[src/rtl/z80_loader_pkg.sv]
// Shared definitions for the Z80 program loader: parser state encoding,
// command codes and the default frame start byte.
// No logic; imported by the loader top and its testbench.
package z80_loader_pkg;

  typedef enum logic [2:0] {
    ST_IDLE = 3'd0,
    ST_CMD  = 3'd1,
    ST_AL   = 3'd2,
    ST_AH   = 3'd3,
    ST_LL   = 3'd4,
    ST_LH   = 3'd5,
    ST_DATA = 3'd6,
    ST_SUM  = 3'd7
  } ld_state_t;

  localparam logic [7:0] CMD_WRITE     = 8'h00;
  localparam logic [7:0] CMD_WRITE_RUN = 8'h01;
  localparam logic [7:0] CMD_RUN       = 8'h02;
  localparam logic [7:0] CMD_HALT      = 8'h03;

  localparam logic [7:0] SYNC_DEFAULT  = 8'hA5;

  // Commands that carry a payload and hold the core while it is written.
  function automatic logic cmd_is_write(input logic [7:0] cmd);
    return (cmd == CMD_WRITE) || (cmd == CMD_WRITE_RUN);
  endfunction

endpackage

[src/rtl/z80_loader_if.sv]
// Bus bundle between the UART receiver / Z80 core side and the loader.
// Carries the RX byte strobe, the core memory bus, the RAM bus and status.
// master: drives RX and core signals; slave: the loader itself.
interface z80_loader_if;
  logic        RX_VALID;
  logic [7:0]  RX_DATA;
  logic [15:0] CPU_A;
  logic [7:0]  CPU_DO;
  logic        CPU_W;
  logic        HOLD;
  logic [15:0] MEM_A;
  logic [7:0]  MEM_D;
  logic        MEM_W;
  logic        BUSY;
  logic        ERR;

  modport master (
    output RX_VALID, RX_DATA, CPU_A, CPU_DO, CPU_W,
    input  HOLD, MEM_A, MEM_D, MEM_W, BUSY, ERR
  );

  modport slave (
    input  RX_VALID, RX_DATA, CPU_A, CPU_DO, CPU_W,
    output HOLD, MEM_A, MEM_D, MEM_W, BUSY, ERR
  );
endinterface

[src/rtl/z80_mem_mux.sv]
// RAM bus select: core bus when hold=1, loader registers when hold=0.
// Latency: purely combinational, zero cycles.
// Backpressure: none; the switch takes effect in the same cycle hold changes.
// Ports: hold select, cpu_* core bus, ld_* loader bus, mem_* RAM bus.
module z80_mem_mux (
  input  logic        hold,
  input  logic [15:0] cpu_a,
  input  logic [7:0]  cpu_do,
  input  logic        cpu_w,
  input  logic [15:0] ld_a,
  input  logic [7:0]  ld_d,
  input  logic        ld_w,
  output logic [15:0] mem_a,
  output logic [7:0]  mem_d,
  output logic        mem_w
);

  always_comb begin
    if (hold) begin
      mem_a = cpu_a;
      mem_d = cpu_do;
      mem_w = cpu_w;
    end else begin
      mem_a = ld_a;
      mem_d = ld_d;
      mem_w = ld_w;
    end
  end

endmodule

[src/rtl/z80_loader.sv]
// Program loader / run control: parses SYNC,CMD,AL,AH,LL,LH,DATA*LEN,SUM frames
// and writes payload to RAM while the core is held. Latency: a byte accepted at
// cycle n is written (or changes HOLD) at n+1. Backpressure: none, one byte/cycle.
// Ports: CLOCK, RESET_N (sync, active-low), bus (slave modport of z80_loader_if).
module z80_loader
  import z80_loader_pkg::*;
#(
  parameter logic [7:0] SYNC     = SYNC_DEFAULT,
  parameter int         TIMEOUT  = 1_000_000,
  parameter bit         BOOT_RUN = 1'b0
) (
  input logic         CLOCK,
  input logic         RESET_N,
  z80_loader_if.slave bus
);

  localparam int              TW      = (TIMEOUT > 2) ? $clog2(TIMEOUT) : 1;
  localparam logic [TW-1:0]   TO_LAST = TW'(TIMEOUT - 1);

  ld_state_t     state_q, state_d;
  logic [7:0]    cmd_q;
  logic [15:0]   addr_q;
  logic [15:0]   len_q;
  logic [7:0]    sum_q;
  logic [TW-1:0] to_cnt_q;
  logic          hold_q;
  logic          err_q;
  logic [15:0]   wr_a_q;
  logic [7:0]    wr_d_q;
  logic          wr_w_q;

  logic          rx;
  logic [7:0]    rx_b;
  logic [7:0]    sum_nx;
  logic [15:0]   len_full;
  logic          to_expire;
  logic          fail;
  logic          sum_ok;
  logic          busy;

  assign rx       = bus.RX_VALID;
  assign rx_b     = bus.RX_DATA;
  assign sum_nx   = sum_q + rx_b;
  assign len_full = {rx_b, len_q[7:0]};

  // State register.
  always_ff @(posedge CLOCK) begin
    if (!RESET_N) state_q <= ST_IDLE;
    else          state_q <= state_d;
  end

  // Next-state logic plus the per-byte verdicts the datapath acts on.
  always_comb begin
    state_d   = state_q;
    fail      = 1'b0;
    sum_ok    = 1'b0;
    // A byte arriving on the expiry cycle takes priority over the timeout.
    to_expire = (state_q != ST_IDLE) && !rx && (to_cnt_q == TO_LAST);
    if (to_expire) begin
      state_d = ST_IDLE;
      fail    = 1'b1;
    end else if (rx) begin
      unique case (state_q)
        ST_IDLE: if (rx_b == SYNC) state_d = ST_CMD;
        ST_CMD: begin
          if (rx_b > CMD_HALT) begin
            fail    = 1'b1;
            state_d = ST_IDLE;
          end else begin
            state_d = ST_AL;
          end
        end
        ST_AL: state_d = ST_AH;
        ST_AH: state_d = ST_LL;
        ST_LL: state_d = ST_LH;
        ST_LH: begin
          if (len_full == 16'd0) begin
            state_d = ST_SUM;
          end else if (!cmd_is_write(cmd_q)) begin
            fail    = 1'b1;
            state_d = ST_IDLE;
          end else begin
            state_d = ST_DATA;
          end
        end
        ST_DATA: if (len_q == 16'd1) state_d = ST_SUM;
        ST_SUM: begin
          sum_ok  = (sum_nx == 8'h00);
          fail    = !sum_ok;
          state_d = ST_IDLE;
        end
        default: state_d = ST_IDLE;
      endcase
    end
  end

  // Output logic.
  always_comb begin
    busy = (state_q != ST_IDLE);
  end

  // Datapath: checksum, address/length counters, timeout, HOLD/ERR, write strobe.
  always_ff @(posedge CLOCK) begin
    if (!RESET_N) begin
      cmd_q    <= '0;
      addr_q   <= '0;
      len_q    <= '0;
      sum_q    <= '0;
      to_cnt_q <= '0;
      hold_q   <= BOOT_RUN;
      err_q    <= 1'b0;
      wr_a_q   <= '0;
      wr_d_q   <= '0;
      wr_w_q   <= 1'b0;
    end else begin
      wr_w_q <= 1'b0;

      if (rx || (state_q == ST_IDLE) || to_expire) to_cnt_q <= '0;
      else                                         to_cnt_q <= to_cnt_q + 1'b1;

      if (fail)   err_q <= 1'b1;
      if (sum_ok) err_q <= 1'b0;

      if (rx) begin
        unique case (state_q)
          ST_IDLE: sum_q <= 8'h00;
          ST_CMD: begin
            cmd_q <= rx_b;
            sum_q <= sum_nx;
            // Hold the core before the first payload byte can reach RAM.
            if (cmd_is_write(rx_b)) hold_q <= 1'b0;
          end
          ST_AL: begin
            addr_q[7:0] <= rx_b;
            sum_q       <= sum_nx;
          end
          ST_AH: begin
            addr_q[15:8] <= rx_b;
            sum_q        <= sum_nx;
          end
          ST_LL: begin
            len_q[7:0] <= rx_b;
            sum_q      <= sum_nx;
          end
          ST_LH: begin
            len_q[15:8] <= rx_b;
            sum_q       <= sum_nx;
          end
          ST_DATA: begin
            wr_a_q <= addr_q;
            wr_d_q <= rx_b;
            wr_w_q <= 1'b1;
            addr_q <= addr_q + 16'd1;   // wraps FFFF -> 0000
            len_q  <= len_q - 16'd1;
            sum_q  <= sum_nx;
          end
          ST_SUM: begin
            if (sum_ok) begin
              if (cmd_q == CMD_WRITE_RUN || cmd_q == CMD_RUN) hold_q <= 1'b1;
              else if (cmd_q == CMD_HALT)                     hold_q <= 1'b0;
            end
          end
          default: ;
        endcase
      end
    end
  end

  // The pending strobe is gated by reset so a mid-frame reset never lets it out.
  z80_mem_mux u_mux (
    .hold   (hold_q),
    .cpu_a  (bus.CPU_A),
    .cpu_do (bus.CPU_DO),
    .cpu_w  (bus.CPU_W),
    .ld_a   (wr_a_q),
    .ld_d   (wr_d_q),
    .ld_w   (wr_w_q & RESET_N),
    .mem_a  (bus.MEM_A),
    .mem_d  (bus.MEM_D),
    .mem_w  (bus.MEM_W)
  );

  assign bus.HOLD = hold_q;
  assign bus.BUSY = busy;
  assign bus.ERR  = err_q;

endmodule

[src/flat_wrapper.sv]
// flat-port wrapper written by rule: the top's interface ports become plain ports
module z80_loader_flat import z80_loader_pkg::*;
#(
  parameter logic [7:0] SYNC     = SYNC_DEFAULT,
  parameter int         TIMEOUT  = 1_000_000,
  parameter bit         BOOT_RUN = 1'b0
)
  (CLOCK, RESET_N, bus_RX_VALID, bus_RX_DATA, bus_CPU_A, bus_CPU_DO, bus_CPU_W, bus_HOLD, bus_MEM_A, bus_MEM_D, bus_MEM_W, bus_BUSY, bus_ERR);
  z80_loader_if bus_i ();
  input logic CLOCK;
  input logic RESET_N;
  input wire logic [$bits(bus_i.RX_VALID)-1:0] bus_RX_VALID;
  input wire logic [$bits(bus_i.RX_DATA)-1:0] bus_RX_DATA;
  input wire logic [$bits(bus_i.CPU_A)-1:0] bus_CPU_A;
  input wire logic [$bits(bus_i.CPU_DO)-1:0] bus_CPU_DO;
  input wire logic [$bits(bus_i.CPU_W)-1:0] bus_CPU_W;
  output wire logic [$bits(bus_i.HOLD)-1:0] bus_HOLD;
  output wire logic [$bits(bus_i.MEM_A)-1:0] bus_MEM_A;
  output wire logic [$bits(bus_i.MEM_D)-1:0] bus_MEM_D;
  output wire logic [$bits(bus_i.MEM_W)-1:0] bus_MEM_W;
  output wire logic [$bits(bus_i.BUSY)-1:0] bus_BUSY;
  output wire logic [$bits(bus_i.ERR)-1:0] bus_ERR;
  assign bus_i.RX_VALID = bus_RX_VALID;
  assign bus_i.RX_DATA = bus_RX_DATA;
  assign bus_i.CPU_A = bus_CPU_A;
  assign bus_i.CPU_DO = bus_CPU_DO;
  assign bus_i.CPU_W = bus_CPU_W;
  assign bus_HOLD = bus_i.HOLD;
  assign bus_MEM_A = bus_i.MEM_A;
  assign bus_MEM_D = bus_i.MEM_D;
  assign bus_MEM_W = bus_i.MEM_W;
  assign bus_BUSY = bus_i.BUSY;
  assign bus_ERR = bus_i.ERR;
  z80_loader #(.SYNC(SYNC), .TIMEOUT(TIMEOUT), .BOOT_RUN(BOOT_RUN)) u_core (.CLOCK(CLOCK), .RESET_N(RESET_N), .bus(bus_i));
endmodule
[config.mk]
export PLATFORM = sky130hd
export DESIGN_NAME = z80_loader_flat
export DESIGN_NICKNAME = d
export VERILOG_FILES = /design/src/rtl/z80_loader_pkg.sv /design/src/rtl/z80_loader_if.sv /design/src/rtl/z80_mem_mux.sv /design/src/rtl/z80_loader.sv /design/src/flat_wrapper.sv
export SDC_FILE = /design/constraint.sdc
export NUM_CORES = 1
export LEC_CHECK = 0
export CAP_MARGIN = 20
export CORE_MARGIN = 1
export CORE_UTILIZATION = 57
export DETAILED_ROUTE_END_ITERATION = 7
export GPL_ROUTABILITY_DRIVEN = 0
export PLACE_DENSITY_LB_ADDON = 0.08
export SLEW_MARGIN = 20
export SYNTH_ARGS = -nofsm -noshare
export SYNTH_HDL_FRONTEND = slang
export SYNTH_SLANG_ARGS = --single-unit
[constraint.sdc]
create_clock -name CLOCK -period 4.55 [get_ports CLOCK]
set_clock_uncertainty 0.1 [all_clocks]
set_input_delay 0.91 -clock CLOCK [delete_from_list [all_inputs] [get_ports CLOCK]]
set_output_delay 0.91 -clock CLOCK [all_outputs]
set_load 0.02 [all_outputs]
# After elaboration in Yosys (flattened, before gate mapping)
# Cells that the tools add are included.
[totals]
ff_bits = 98
out_inout_bits = 28
input_bits = 36
[classes]
eq_ne = 19
n_mux = 29
n_addsub = 4
magnitude_cmp = 1
bitwise = 2
reduce_logical = 35
[op_table]
columns = ["op", "count"]
rows = [
  ["one-hot mux 8 bit (2 select lines)", 5],
  ["zero test 8 bit", 3],
  ["one-hot mux 3 bit (8 select lines)", 1],
  ["adder 20 x 1 -> 20 bit (second input constant)", 1],
  ["== test 20 bit (second input constant)", 1],
  ["adder 16 x 1 -> 16 bit (second input constant)", 1],
  ["== test 16 x 1 -> 1 bit (second input constant)", 1],
  ["== test 8 x 1 -> 1 bit (second input constant)", 2],
  ["== test 8 x 2 -> 1 bit (second input constant)", 2],
  ["zero test 16 bit", 1],
  ["2-to-1 mux 16 bit", 1],
  ["AND reduction 2 bit", 8],
  ["subtractor 16 x 1 -> 16 bit (second input constant)", 1],
  ["2-to-1 mux 1 bit", 14],
  ["== test 3 bit (second input constant)", 4],
  ["2-to-1 mux 3 bit", 4],
  ["nonzero test 2 bit", 6],
  ["adder 8 bit", 1],
  ["== test 8 bit (second input constant)", 1],
  ["greater-than comparator 8 x 2 -> 1 bit (second input constant)", 1],
  ["2-to-1 mux 8 bit", 1],
  ["inequality test 2 x 1 -> 1 bit (second input constant)", 4],
  ["== test 3 x 2 -> 1 bit (second input constant)", 2],
  ["OR reduction 2 bit", 3],
  ["15 further kinds", 21],
]

# Depth between registers and ports, before layout
[depth]
word_depth = 7
depth_mapped = 8
depth_no_buf = 8

# Cells and area by module
# Synthesis repeated with hierarchy kept, for this count alone.
[hier_totals]
cells_unflattened = 676
hier_area_um2 = 5435.2
[by_module_without_submodules]
columns = ["module", "instances", "area_per_inst_um2", "cells_each"]
rows = [
  ["z80_loader", 1, 5027.3, 648],
  ["z80_mem_mux", 1, 407.9, 28],
]

# Least setup slack after synthesis
# OpenSTA, ideal clock, no wires.
[synth_path]
path_type = "input -> register"
start = "input bus_RX_DATA[0]"
end = "register u_core.err_q, in the netlist u_core.bus.ERR"
setup_ps = 122
t_required_ps = 4328
n_path_buf = 0
slack_ps = 1522
arrival_time_ps = 2807
path_stages = 8
path_cell_list = "ha_1 -> fa_1 -> a211oi_1 -> nor2_1 -> xnor2_1 -> nor4bb_1 -> nand3_1 -> o311a_1"
[synth_between]
elab_chain_len = 6
elab_cells_between_ends = 14
[synth_rtl]
columns = ["item", "line", "rtl"]
rows = [
  ["from (decl)", "flat_wrapper.sv:13", "input wire logic [$bits(bus_i.RX_DATA)-1:0] bus_RX_DATA;"],
  ["adder 8 bit", "z80_loader.sv:43", "assign sum_nx = sum_q + rx_b;"],
  ["zero test 8 bit", "z80_loader.sv:88", "sum_ok = (sum_nx == 8'h00);"],
  ["zero test 1 bit or 2-to-1 mux 1 bit (tied branches)", "z80_loader.sv:89, z80_loader.sv:63", ""],
  ["one-hot mux 1 bit (3 select lines) or 2-to-1 mux 1 bit (tied branches)", "z80_loader.sv:63, z80_loader.sv:62", ""],
  ["2-to-1 mux 1 bit, on equally long branches", "z80_loader.sv:62, z80_loader.sv:59", ""],
  ["2-to-1 mux 1 bit or OR reduction 2 bit (tied branches)", "n/a", ""],
  ["to (signal assigned)", "z80_loader.sv:111", "err_q <= 1'b0;"],
  ["to (signal assigned)", "z80_loader.sv:121", "if (fail) err_q <= 1'b1;"],
  ["to (signal assigned)", "z80_loader.sv:122", "if (sum_ok) err_q <= 1'b0;"],
  ["to (decl)", "z80_loader.sv:27", "logic err_q;"],
]
# Several ways; a longest one is shown, not always the timed one.
# A chain may end at the register's enable or synchronous reset.

# Worst setup path in the final report
# Ends and elaborated chain as after synthesis.

==> run_results.csv <==
group,metric,value,unit
outcome,outcome,"complete, no violations",
die,start_util,59.2,%
final_layout,utilization,69.0,%
clock_network,cts_num_sinks,98,
grt,antenna_found_initial,0,
clock_network,tritoncts,"built",
synthesis,ys_ff_latch,98,
critical_path,worst_setup_path_start_kind,"input port",
synthesis,synth_common_cells,"nand2_1 (111), dfxtp_1 (98), nor2_1 (83), a21oi_1 (80), o21ai_0 (36)",
job,cap_violations,0,
die,die_h,97.4,um
worst_hold_path,min-delay-start,"u_core.wr_d_q[6]",
synthesis,postSynthAreaPerCell,7.80,um2
worst_hold_path,hp-class,"reg -> reg",
worst_hold_path,min_path_cells,2,
synthesis,yosysMostFrequentCell,"nand2_1",
clock_network,cts_resized,0,
synthesis,synth_cell_types,55,
sta,fmax,0.265,GHz
final_layout,fin_area,6050,um2
synthesis,synth_top_area_cell,"dfxtp_1",
placed_design,hpwl,9650,um
clock_network,cts-root-buf,"clkbuf_8",
critical_path,reg2reg_setup_slack,1790,ps
placed_design,port_buffers,63,
die,ioPinCount,64,
synthesis,yosysSeqAreaShare,37.8,%
grt,grt_pass1_vias,4608,
critical_path,cp_max_fo,10,
clock_network,numCtsBuffers,9,
final_layout,antenna_cells,0,
final_layout,drive_above_1_share,9.40,%
sta,hold_viol,0,
critical_path,r2r_start,"u_core.sum_q[0]",
placed_design,dp_slack,474,ps
routing,ant_nets,0,
synthesis,synthArstFlopShare,0,%
grt,grt_usage,28.9,%
routing,firstDrtPassIters,5,
clock_network,cts_buffer_depth,2,
die,die_area,9490,um2
critical_path,required,4690,ps
synthesis,synth_top_area_share,37.8,%
die,core.rowCount,34,
synthesis,syn_nets,713,
pwr,leakage,0.00212,uW
clock_network,clkTransAtPathRegs,90,ps
sta,min_period,3770,ps
pwr,power_density,249,nW/um2
sta,timing.final.ws_setup,781,ps
pwr,peakVddDrop,237,uV
synthesis,postSynthCellCount,665,
clock_network,clk_latency,360,ps
final_layout,fill_cells,750,
critical_path,end_kind,"register",
routing,wire_per_inst,16.7,um
clock_network,htreeDepth,3,
placed_design,placed_area,5850,um2
sta,drv_slew,0,
routing,vias_per_cell,6.20,
critical_path,arrival,3910,ps
routing,drt-initial-drc-count,373,
grt,grt_max_degree,59,
sta,tightest_slew,1130,ps
grt,grt_pass1_wl,22500,um
die,dieWidth,97.4,um
worst_hold_path,min_to,"u_core.wr_d_q[6]",
sta,finalCritPeriodShare,82.8,%
sta,finalSetupTns,0,ps
synthesis,synthTopCellsByArea,"dfxtp_1 (38%), nand2_1 (8.0%), a21oi_1 (7.7%), nor2_1 (6.0%), mux2_2 (5.2%)",
grt,overflow,0,
synthesis,synth_edf_count,0,
critical_path,r2r-end,"u_core.bus.ERR",
die,core_area,8760,um2
critical_path,reg2reg_depth,8,
sta,slew_headroom,25.0,%
synthesis,yosys_warnings,0,
clock_network,postCtsHoldBufs,0,
sta,setup_viol,0,
clock_network,post_cts_buffers,0,
final_layout,syn2layout_area_growth,16.6,%
routing,drc,0,
sta,rsz0062_at_grt,"false",
final_layout,nets,756,
routing,wl,13700,um
synthesis,synthFlopType,"dfxtp_1",
critical_path,criticalPathCategory,"in -> reg",
routing,dr_total_vias,5091,
synthesis,syn_area,5190,um2
worst max-delay path by stage:
stage,cells after the start,slack (ps),start,end
final,9,780,bus_RX_DATA[0],u_core.bus.ERR
after detailed placement,9,470,bus_RX_DATA[0],u_core.bus.ERR
after floorplan,8,1520,bus_RX_DATA[0],u_core.bus.ERR
after CTS,9,850,bus_RX_DATA[0],u_core.bus.ERR
after global routing,9,620,bus_RX_DATA[0],u_core.bus.ERR
after global placement,9,650,bus_RX_DATA[0],u_core.bus.ERR
flip-flops by register name, summed over array words and instances (netlist names):
name / cells
u_core.addr_q: 16
u_core.bus.ERR: 1
u_core.bus.HOLD: 1
u_core.cmd_q: 8
u_core.len_q: 16
u_core.state_q: 3
u_core.sum_q: 8
u_core.to_cnt_q: 20
u_core.wr_a_q: 16
u_core.wr_d_q: 8
u_core.wr_w_q: 1
where the power goes:
part	internal, uW	switching, uW
logic	41.4	50.0
registers	857	0.406
clock network	258	299
layout make-up:
type	instances	area (um2)	area share (%)
clock buffer	11	131	2.17
clock inverter	5	62.6	1.03
inverter	9	33.8	0.559
multi-input combinational	522	3050	50.5
sequential	98	1960	32.5
tap	108	135	2.23
timing repair buffer	68	668	11.0
metrics by stage:
step	std cells	hold WS, ps	power, uW
2_1_floorplan	665	334	916
3_3_place_gp	805	343	964
3_5_place_dp	805	348	966
4_1_cts	821	361	1510
5_1_grt	821	380	1560
6_report	821	358	1510
kinds of logic (layout without fill, tap and decap cells):
| group | count (synthesis) | in the layout | synth area share (%) |
|---|---|---|---|
| buf+inv | 45 | 93 | 3.33 |
| flops | 98 | 98 | 37.8 |
| fa+ha+maj | 12 | 12 | 3.04 |
| simple gates | 288 | 288 | 26.0 |
| xor+xnor | 24 | 24 | 4.05 |
| mux | 24 | 24 | 5.21 |
| compound gates | 174 | 174 | 20.6 |
critical path: stages:
cell             delay (ps)
clkdlybuf4s50_1         640
ha_1                    360
fa_1                    420
a211oi_1                320
nor2_1                  120
xnor2_1                 190
nor4bb_1                500
nand3_1                 140
o311a_1                 310
layer usage:
layer / vias up / routed length, um / global-route usage (%)
li1: 2445 / - / -
met1: 2338 / 5830 / 39.6
met2: 270 / 6230 / 45.0
met3: 38 / 1310 / 6.83
met4: 0 / 309 / 8.94
met5: - / 0 / 0
cells in the final DEF (no fill, tap or decap), types with 6 or more instances in the layout:
cell type / count
xnor2_1: 8
xor2_1: 16
clkdlybuf4s50_1: 63
nand2_1: 111
o22ai_1: 7
inv_1: 9
or3_1: 7
and3_1: 7
nor3_1: 13
mux2_2: 24
o221a_2: 6
clkbuf_8: 9
nand3_1: 17
ha_1: 11
o21ai_0: 36
a31oi_1: 14
a21oi_1: 80
dfxtp_1: 97
nor2_1: 83
No activity file was read; power rests on OpenSTA's default activity.
